==> config.mk <==
export PLATFORM = sky130hd
export DESIGN_NAME = spi_word_fifo
export DESIGN_NICKNAME = d
export VERILOG_FILES = /design/src/rtl/spi_pkg.sv /design/src/rtl/spi_fifo_mem.sv /design/src/rtl/spi_word_fifo.sv
export SDC_FILE = /design/constraint.sdc
export NUM_CORES = 1
export LEC_CHECK = 0
export ABC_CLOCK_PERIOD_IN_PS = 6500
export CAP_MARGIN = 15
export CORE_UTILIZATION = 35
export CTS_BUF_LIST = sky130_fd_sc_hd__clkbuf_4 sky130_fd_sc_hd__clkbuf_8
export DETAILED_ROUTE_END_ITERATION = 8
export SETUP_SLACK_MARGIN = 0.1
export SLEW_MARGIN = 20
export SYNTH_ARGS = -nofsm -noshare
export SYNTH_HDL_FRONTEND = slang
export SYNTH_SLANG_ARGS = --single-unit
==> constraint.sdc <==
create_clock -name clk -period 6.5 [get_ports clk]
set_input_delay 0.65 -clock clk [delete_from_list [all_inputs] [get_ports clk]]
set_output_delay 0.65 -clock clk [all_outputs]
set_load 0.01 [all_outputs]
==> src/rtl/spi_pkg.sv <==
// Shared constants for the SPI block: word/pointer widths, register map and
// STATUS bit positions, plus a helper that assembles the FIFO status bits.
package spi_pkg;

  localparam int SPI_WORD_W  = 32;
  localparam int FIFO_ADDR_W = 4;

  localparam logic [1:0] DATA_REG   = 2'd0;
  localparam logic [1:0] STATUS_REG = 2'd1;
  localparam logic [1:0] CTRL_REG   = 2'd2;
  localparam logic [1:0] BRD_REG    = 2'd3;

  localparam int TXFE = 5;
  localparam int TXFF = 4;
  localparam int TXFO = 3;
  localparam int RXFE = 2;
  localparam int RXFF = 1;
  localparam int RXFO = 0;

  typedef struct packed {
    logic empty;
    logic full;
    logic ov;
  } fifo_status_t;

  // Places the TX and RX queue flags at their STATUS register positions.
  function automatic logic [5:0] pack_status(input fifo_status_t tx,
                                             input fifo_status_t rx);
    logic [5:0] s;
    s       = '0;
    s[TXFE] = tx.empty;
    s[TXFF] = tx.full;
    s[TXFO] = tx.ov;
    s[RXFE] = rx.empty;
    s[RXFF] = rx.full;
    s[RXFO] = rx.ov;
    return s;
  endfunction

endpackage

==> src/rtl/spi_fifo_mem.sv <==
// Simple dual-port word store: one synchronous write port, one asynchronous
// read port, no reset, so it can map onto distributed/MLAB memory.
module spi_fifo_mem #(
  parameter int WIDTH  = 32,
  parameter int ADDR_W = 4
) (
  input  logic              clk,
  input  logic              we,
  input  logic [ADDR_W-1:0] waddr,
  input  logic [WIDTH-1:0]  wdata,
  input  logic [ADDR_W-1:0] raddr,
  output logic [WIDTH-1:0]  rdata
);

  logic [WIDTH-1:0] mem_q [2**ADDR_W];

  always_ff @(posedge clk) begin
    if (we) mem_q[waddr] <= wdata;
  end

  assign rdata = mem_q[raddr];

endmodule

==> src/rtl/spi_word_fifo.sv <==
// First-word-fall-through word FIFO between the Avalon registers and the SPI
// serializer; flags are registered from next-state occupancy.
module spi_word_fifo
  import spi_pkg::*;
#(
  parameter int WIDTH    = SPI_WORD_W,
  parameter int ADDR_W   = FIFO_ADDR_W,
  parameter int AF_LEVEL = 12
) (
  input  logic              clk,
  input  logic              reset,
  input  logic              wr_en,
  input  logic [WIDTH-1:0]  wr_data,
  input  logic              rd_en,
  output logic [WIDTH-1:0]  rd_data,
  output logic              full,
  output logic              empty,
  output logic              almost_full,
  output logic              ov,
  output logic              uf,
  input  logic              clear_ov,
  output logic [ADDR_W:0]   count,
  output logic [ADDR_W-1:0] rd_ptr,
  output logic [ADDR_W-1:0] wr_ptr
);

  localparam int CNT_W = ADDR_W + 1;
  localparam logic [CNT_W-1:0] DEPTH_C = CNT_W'(2**ADDR_W);
  localparam logic [CNT_W-1:0] AF_C    = CNT_W'(AF_LEVEL);

  logic [ADDR_W-1:0] rd_ptr_q, rd_ptr_d;
  logic [ADDR_W-1:0] wr_ptr_q, wr_ptr_d;
  logic [CNT_W-1:0]  count_q, count_d;
  logic              full_q, full_d;
  logic              empty_q, empty_d;
  logic              af_q, af_d;
  logic              ov_q, ov_d;
  logic              uf_q, uf_d;
  logic              do_push, do_pop;
  logic [WIDTH-1:0]  mem_rdata;

  always_comb begin
    do_pop   = rd_en & ~empty_q;
    // A pop in the same cycle frees the slot, so a push into a full queue proceeds.
    do_push  = wr_en & (~full_q | do_pop);

    rd_ptr_d = rd_ptr_q;
    wr_ptr_d = wr_ptr_q;
    count_d  = count_q;
    if (do_pop)  rd_ptr_d = rd_ptr_q + ADDR_W'(1);
    if (do_push) wr_ptr_d = wr_ptr_q + ADDR_W'(1);
    if (do_push && !do_pop)      count_d = count_q + CNT_W'(1);
    else if (do_pop && !do_push) count_d = count_q - CNT_W'(1);

    full_d  = (count_d == DEPTH_C);
    empty_d = (count_d == '0);
    af_d    = (count_d >= AF_C);

    // Clear first so a same-cycle error event re-sets the sticky bit.
    ov_d = clear_ov ? 1'b0 : ov_q;
    uf_d = clear_ov ? 1'b0 : uf_q;
    if (wr_en && !do_push) ov_d = 1'b1;
    if (rd_en && empty_q)  uf_d = 1'b1;
  end

  always_ff @(posedge clk) begin
    if (reset) begin
      rd_ptr_q <= '0;
      wr_ptr_q <= '0;
      count_q  <= '0;
      full_q   <= 1'b0;
      empty_q  <= 1'b1;
      af_q     <= 1'b0;
      ov_q     <= 1'b0;
      uf_q     <= 1'b0;
    end else begin
      rd_ptr_q <= rd_ptr_d;
      wr_ptr_q <= wr_ptr_d;
      count_q  <= count_d;
      full_q   <= full_d;
      empty_q  <= empty_d;
      af_q     <= af_d;
      ov_q     <= ov_d;
      uf_q     <= uf_d;
    end
  end

  spi_fifo_mem #(
    .WIDTH (WIDTH),
    .ADDR_W(ADDR_W)
  ) u_mem (
    .clk  (clk),
    .we   (do_push & ~reset),
    .waddr(wr_ptr_q),
    .wdata(wr_data),
    .raddr(rd_ptr_q),
    .rdata(mem_rdata)
  );

  assign rd_data     = empty_q ? '0 : mem_rdata;
  assign full        = full_q;
  assign empty       = empty_q;
  assign almost_full = af_q;
  assign ov          = ov_q;
  assign uf          = uf_q;
  assign count       = count_q;
  assign rd_ptr      = rd_ptr_q;
  assign wr_ptr      = wr_ptr_q;

endmodule

# After elaboration in Yosys (flattened, before gate mapping)
# Memory sizes are Yosys's and may differ from the RTL's. A register that Yosys moved wholly into a read port is not among the register bits.
# Index checks and enable logic that the tools add are counted.
# W data, S select, Z words.
dict set report word_totals {
  reg_bits 18
  ram_bits 512
  output_inout_bits 50
  mem_count 1
}
# name words word_bits rd rd_clocked_by_memory_dff wr line_no
set memory_table {}
lappend memory_table {u_mem.mem_q 16 32 1 1 1 spi_fifo_mem.sv:15} ;# logic [WIDTH-1:0] mem_q [2**ADDR_W];
dict set report classes {
  n_addsub 4
  order_cmp 1
  n_eq_ne 1
  mux 10
  bitwise 7
  reduce_logical 9
}
# op count
set op_table {}
lappend op_table {{$mux W32} 1}
lappend op_table {{$mux W5} 2}
lappend op_table {{$add A4 B1 Y4 const B} 2}
lappend op_table {{$mux W4} 2}
lappend op_table {{$add A5 B1 Y5 const B} 1}
lappend op_table {{$eq A5 B5 Y1 const B} 1}
lappend op_table {{$ge A5 B4 Y1 const B} 1}
lappend op_table {{$logic_not A5 Y1} 1}
lappend op_table {{$mux W1} 5}
lappend op_table {{$sub A5 B1 Y5 const B} 1}
lappend op_table {{$logic_and A1 B1 Y1} 4}
lappend op_table {{$reduce_bool A2 Y1} 2}
lappend op_table {{$and A1 B1 Y1} 3}
lappend op_table {{$not A1 Y1} 3}
lappend op_table {{$logic_not A1 Y1} 2}
lappend op_table {{$or A1 B1 Y1} 1}

# Depth between registers and ports, before layout
# Gate-level depths: netlist of the first run.
dict set report depth {
  word_depth 9
  depth_mapped 8
  ltp_nobuf 6
}

# Hierarchy
# From an unflattened synthesis of the first run, not the netlist that was laid out.
dict set report unflattened {
  cells_unflattened 932
  area_unflattened_um2 20299.5
}
# mod n_inst cells_each area_per_inst_um2 seq_area_each_um2
set by_module_without_submodules {}
lappend by_module_without_submodules {spi_fifo_mem 1 806 19213.4 15374.7}
lappend by_module_without_submodules {spi_word_fifo 1 126 1086.0 360.3}

# Worst setup path before layout of the first run
# OpenSTA, ideal clock, no wires.
dict set report synth_timing {
  kind {input-to-reg}
  startpoint {input rd_en}
  endpoint {memory u_mem.mem_q[15][0], enable pin}
  arrival_time_ns 2.673
  required_time_ns 6.079
  path_slack_ns 3.406
  stages 5
  n_path_buf 1
  cell_sequence {nand2b_1 -> buf_6 -> a21boi_2 -> nand2_1 -> nor2_1}
}
dict set report synth_between {
  elab_chain_len 6
}
# item line_no
set synth_rtl {}
lappend synth_rtl {{from (decl)} spi_word_fifo.sv:14} ;# input logic rd_en,
lappend synth_rtl {{$and A1 B1 Y1} spi_word_fifo.sv:43} ;# do_pop = rd_en & ~empty_q;
lappend synth_rtl {{$or A1 B1 Y1} spi_word_fifo.sv:45} ;# do_push = wr_en & (~full_q | do_pop);
lappend synth_rtl {{$and A1 B1 Y1} spi_word_fifo.sv:45}
lappend synth_rtl {{$and A1 B1 Y1} spi_word_fifo.sv:93} ;# .we (do_push & ~reset),
lappend synth_rtl {{$mux W1} spi_fifo_mem.sv:18} ;# if (we) mem_q[waddr] <= wdata;
lappend synth_rtl {{$mux W1 (implied by the code)} spi_fifo_mem.sv:18}
lappend synth_rtl {{to (decl)} spi_fifo_mem.sv:15}
# Every way passes these cells.

==> results.ini, run 1 <==
[run_status]
status=finished clean

[logic_synthesis]
yosysWarningCount=0
synth_area_um2=20500
yosys_register_bits=534
seq_area_frac_synth_pct=77.2
postSynthAreaPerCell_um2=21.8
synth_cell_types=45
syn_nets=986
netlist_instances=942

[run]
maxCapViolCount=0

[grt]
grt_first_pass_wirelength_mm=68.4
grt_pass1_vias=10700
grt_max_degree=75
grtUsageTotal_pct=15.6
grt-ovfl-total=0
antenna_found_initial=4

[clocking]
cts_tree=yes
worstSkewPairLatency_ns=0.65
cts.path.max_buffers=3
post_cts.repair.setup_buffers=0
ctsHoldBuffers=0
cts_resized=0
cts-root-buf=clkbuf_8
cts_max_level=3
cts_sinks=534
numCtsBuffers=90
clk_pin_slew_ns=0.06

[pwr]
ir_worst_vdd_uv=182
leakage_nw=7.67
powerDensity_nw_per_um2=320
total_power_mw=7.71

[sta]
fin_skew_ns=0.0323
setup_viol=0
min_period_over_period_pct=69.5
hold_ws_ns=0.489
rsz0062_at_grt=false
worst_pin_slew_ns=1.07
finalSetupTns_ns=0
max_freq_mhz=221
fin_crit_ns=4.52
worst_slack_ns=1.98
slew-limit-headroom_pct=28.7
final_max_slew_viol_count=0
finalHoldViolCount=0

[critical_path]
reg2reg_depth=5
crit_slowest_cell=clkinv_2
crit_type=flip-flop to output port
path_max_fanout=28
cp-end-kind=output port
crit_required_ns=5.85
timing.critical_path.arrival_ns=3.87
start_kind=flip-flop
slowest_delay_ns=0.78
crit_chain=clkinv_2 > buf_4 > mux2i_1 > o22ai_1 > clkdlybuf4s50_1
regToRegSetupSlack_ns=3.36

[floorplan]
dieArea_um2=59500
core_area_um2=57800
die_width_um=244
pin_count=87
die_h_um=244
row_count=88
initial_core_util_pct=35.5

[placement]
pre_cts_slack_ns=2.63
dpl.hpwl_mm=23.4
numPortBuffers=86
dpl-instance-area_um2=22300
dpl.cell_count=1766
gp_congestion=0.720

[cells_and_area]
final_core_util_pct=41.7
design_area_um2=24100
final-instance-count-excl-fill=1928
area_growth_pct=17.6
nets=1137
drive_above_1_share_pct=26.5

[routing]
drt_iter0_markers=864
drt_wl_total_mm=45.6
routed_via_density=5.10
via_count=9828
drc=0
ant_nets=0
drt-wirelength-per-cell_um=23.6
first_pass_iters=5

[hold_path]
hp-class=flip-flop to flip-flop
hold_depth=2

## report_power, final
| group | internal [mW] | total (mW) | switching (mW) |
|---|---|---|---|
| Combinational | 0.473 | 0.911 | 0.439 |
| Sequential | 3.82 | 3.90 | 0.0807 |
| Clock | 1.61 | 2.90 | 1.29 |
| Total | 5.90 | 7.71 | 1.81 |
## cells by family after synthesis
group / share of synthesized area [%]
compound gates: 2.03
xor+xnor: 0.427
fa+ha+maj: 0.427
buf+inv: 1.50
flops: 77.2
mux: 16.4
simple gates: 2.00
## flip-flops by register name, summed over array words and instances, names as in the netlist, 4 cells and up, named ones only
signal / flops
rd_ptr: 4
u_mem.mem_q: 512
wr_ptr: 4
count: 5
## synth_stat cells (all sizes together)
library cell  number  area (um2)
a211oi             1        7.51
xor2               6        52.6
nand3              6        30.0
nor3b              1        7.51
mux2               3        33.8
a32oi              6        52.6
nand2             18        67.6
and3               1        6.26
mux2i             61         611
nand3b             1        7.51
a21boi             1        11.3
ha                 7        87.6
nand4              6        37.5
edfxtp           512       15400
a22oi              4        30.0
inv                7        26.3
dfxtp             22         440
or2                2        12.5
clkinv             1        3.75
xnor2              4        35.0
a21oi              6        30.0
nand2b             4        25.0
o31a               1        8.76
and4bb             1        12.5
o21ai              7        35.0
a311oi             1        8.76
nor3               4        25.0
a31o               1        8.76
clkbuf            13        48.8
nor4               1        6.26
and2b              1        7.51
mux4             121        2730
or3                1        6.26
o211ai             4        30.0
nor2              37         139
o22ai             26         163
nor2b              3        18.8
buf               35         228
a31oi              5        31.3
## area by class of cell
class                      count  area [um2]
tap                          765         957
sequential                   534       15800
clock inverter                30         183
inverter                       8        31.3
antenna                        2        5.00
clock buffer                 130        1560
multi-input combinational    352        4490
timing repair buffer         107        1040
fill                        5016       33700
## cells in the final DEF (no fill, tap or decap), types with 20 or more instances in the layout
master,Yosys,final
dfxtp_1,22,20
clkdlybuf4s50_1,0,86
mux2i_1,61,61
mux4_2,121,121
o22ai_1,26,26
edfxtp_1,512,512
clkinv_1,1,20
clkbuf_8,0,93
nor2_1,37,21
clkbuf_4,0,37
## metal layers
metal  global-route usage [%]  up-vias  wire [um]
met5                        0        -         18
met4                     5.37        4        958
met3                     4.36       64       3270
met2                     24.6      333      21600
met1                     20.9     5176      19700
li1                         -     4251          -
## worst paths after layout
path                          from                      endpoint
hold reg to reg    ov$_SDFFE_PP0P_               ov$_SDFFE_PP0P_
setup reg to reg  empty$_SDFF_PP1_  u_mem.mem_q[14][1]$_DFFE_PP_
hold / removal     ov$_SDFFE_PP0P_               ov$_SDFFE_PP0P_
setup / recovery         flip-flop                   rd_data[27]
## critical path: cells and delay by family (launching register included)
kind | cells | cell delay [ns]
buffers and inverters | 3 | 1.99
DFF | 1 | 0.69
AOI/OAI and AO/OA | 1 | 0.33
muxes | 1 | 0.18
No activity file was read; power rests on OpenSTA's default activity.
==> run 2, diff against run 1 <==
--- a/config.mk
+++ b/config.mk
@@ -5,7 +5,7 @@
 export SDC_FILE = /design/constraint.sdc
 export NUM_CORES = 1
 export LEC_CHECK = 0
-export ABC_CLOCK_PERIOD_IN_PS = 6500
+export ABC_CLOCK_PERIOD_IN_PS = 4400
 export CAP_MARGIN = 15
 export CORE_UTILIZATION = 35
 export CTS_BUF_LIST = sky130_fd_sc_hd__clkbuf_4 sky130_fd_sc_hd__clkbuf_8
==> constraint.sdc (replaced) <==
create_clock -name clk -period 4.4 [get_ports clk]
set_input_delay 0.44 -clock clk [delete_from_list [all_inputs] [get_ports clk]]
set_output_delay 0.44 -clock clk [all_outputs]
set_load 0.01 [all_outputs]
==> results.ini, run 2 (synthesis gave the netlist of run 1 again) <==
[cells_and_area]
final_cell_mix=512 x edfxtp_1, 121 x mux4_2, 91 x clkbuf_8, 86 x clkdlybuf4s50_1, 61 x mux2i_1
top_register=u_mem.mem_q
final_core_util_pct=41.9
nets=1144
design_area_um2=24200
drive_above_1_share_pct=26.5
multiInputGateArea_um2=4490
mostFrequentLayoutCell=edfxtp_1
area_growth_pct=18.2
largest_reg_flops=512
fill_cells=5023
antenna_cells=0
final-instance-count-excl-fill=1933
register_area_um2=15800

[critical_path]
cp-end-kind=output port
crit_family=buffers and inverters
crit_cells=5
regToRegSetupSlack_ns=1.47
slowest_delay_ns=0.65
crit_required_ns=3.96
reg2reg_to=u_mem.mem_q[0][4]$_DFFE_PP_
start_kind=flip-flop
r2r-start=empty$_SDFF_PP1_
reg2reg_depth=5
critPathBufInv=2
critPathCapture=rd_data[16]
crit_chain=buf_4 > mux4_2 > mux2i_1 > o22ai_1 > clkdlybuf4s50_1
crit_type=flip-flop to output port
path_max_fanout=21
timing.critical_path.arrival_ns=3.33
crit_slowest_cell=dfxtp_4

[grt]
grtUsageTotal_pct=15.6
antenna_found_initial=1
grt_max_degree=57
grt_pass1_vias=10400
grt_first_pass_wirelength_mm=67.6
grt-ovfl-total=0

[placement]
dpl.hpwl_mm=26.0
dpl-instance-area_um2=22600
dpl.cell_count=1775
pre_cts_slack_ns=1.04
numPortBuffers=86
gp_congestion=0.759

[clocking]
cts.path.max_buffers=3
cts_tree=yes
numCtsBuffers=88
ctsHoldBuffers=0
cts-root-buf=clkbuf_8
post_cts.repair.setup_buffers=0
clk_pin_slew_ns=0.06
cts_resized=0
worstSkewPairLatency_ns=0.66
cts_sinks=534
cts_max_level=3

[routing]
drc=0
first_pass_iters=4
drt_wl_total_mm=45.9
via_count=9909
routed_via_density=5.13
drt_iter0_markers=757
drt-wirelength-per-cell_um=23.7
ant_nets=0

[sta]
finalSetupTns_ns=0
final_max_slew_viol_count=0
max_freq_mhz=265
fin_crit_ns=3.77
worst_slack_ns=0.625
worst_pin_slew_ns=1.05
hold_ws_ns=0.417
rsz0062_at_grt=false
min_period_over_period_pct=85.8
fin_skew_ns=0.0287
slew-limit-headroom_pct=30.2
finalHoldViolCount=0
setup_viol=0

[floorplan]
core_area_um2=57800
initial_core_util_pct=35.5
pin_count=87
dieArea_um2=59500
die_h_um=244
die_width_um=244
row_count=88

[run]
maxCapViolCount=0

[hold_path]
hp-class=input pin to flip-flop
hold_start=clear_ov

[pwr]
total_power_mw=11.3
ir_worst_vdd_uv=208
leakage_nw=7.71
powerDensity_nw_per_um2=467

[run_status]
status=finished clean

==> run 2: cell types whose count changed in the layout (fill, tap and decap cells not counted), sizes merged <==
| cell | previous run | this run |
|---|---|---|
| clkbuf | 130 | 118 |
| buf | 21 | 30 |
| diode | 2 | 0 |
| inv | 7 | 10 |
| bufinv | 2 | 1 |
| clkinv | 26 | 34 |
==> run 2: final cells by class <==
cell class / count / share of cell area, %
Timing Repair Buffer: 116 / 5.15
Sequential cell: 534 / 65.3
Inverter: 8 / 0.129
Clock buffer: 118 / 6.01
Tap cell: 765 / 3.95
Clock inverter: 40 / 0.899
Multi-Input combinational cell: 352 / 18.5
==> run 2: where the power goes <==
part	switching, mW	leakage [nW]	internal (mW)	total, mW
Clock	1.93	0.880	2.21	4.14
Sequential	0.0892	4.79	5.64	5.73
Combinational	0.721	2.04	0.723	1.44
Total	2.74	7.71	8.58	11.3
==> run 2: worst min path at each step <==
stage,endpoint,slack [ns],cells after the start
after global routing,uf$_SDFFE_PP0P_,0.41,4
after CTS,uf$_SDFFE_PP0P_,0.38,4
after global placement,uf$_SDFFE_PP0P_,0.50,2
after floorplan,ov$_SDFFE_PP0P_,0.51,2
final,ov$_SDFFE_PP0P_,0.42,4
after detailed placement,uf$_SDFFE_PP0P_,0.49,2
==> run 2: metal layers <==
metal / share of wire [%] / wire length [um] / GRT usage, %
met4: 1.7 / 792 / 4.36
met3: 6.2 / 2820 / 3.71
met2: 49 / 22500 / 25.2
met5: 0.017 / 8 / 0.245
met1: 43 / 19700 / 20.9
==> run 2: worst reg2reg max path, cell delays in order, from the launching register on <==
cell and delay [ns]:
dfxtp_1 0.42, nand2b_1 0.33, a21boi_2 0.44, nand2_1 0.36
nor2_4 0.68, buf_4 0.36
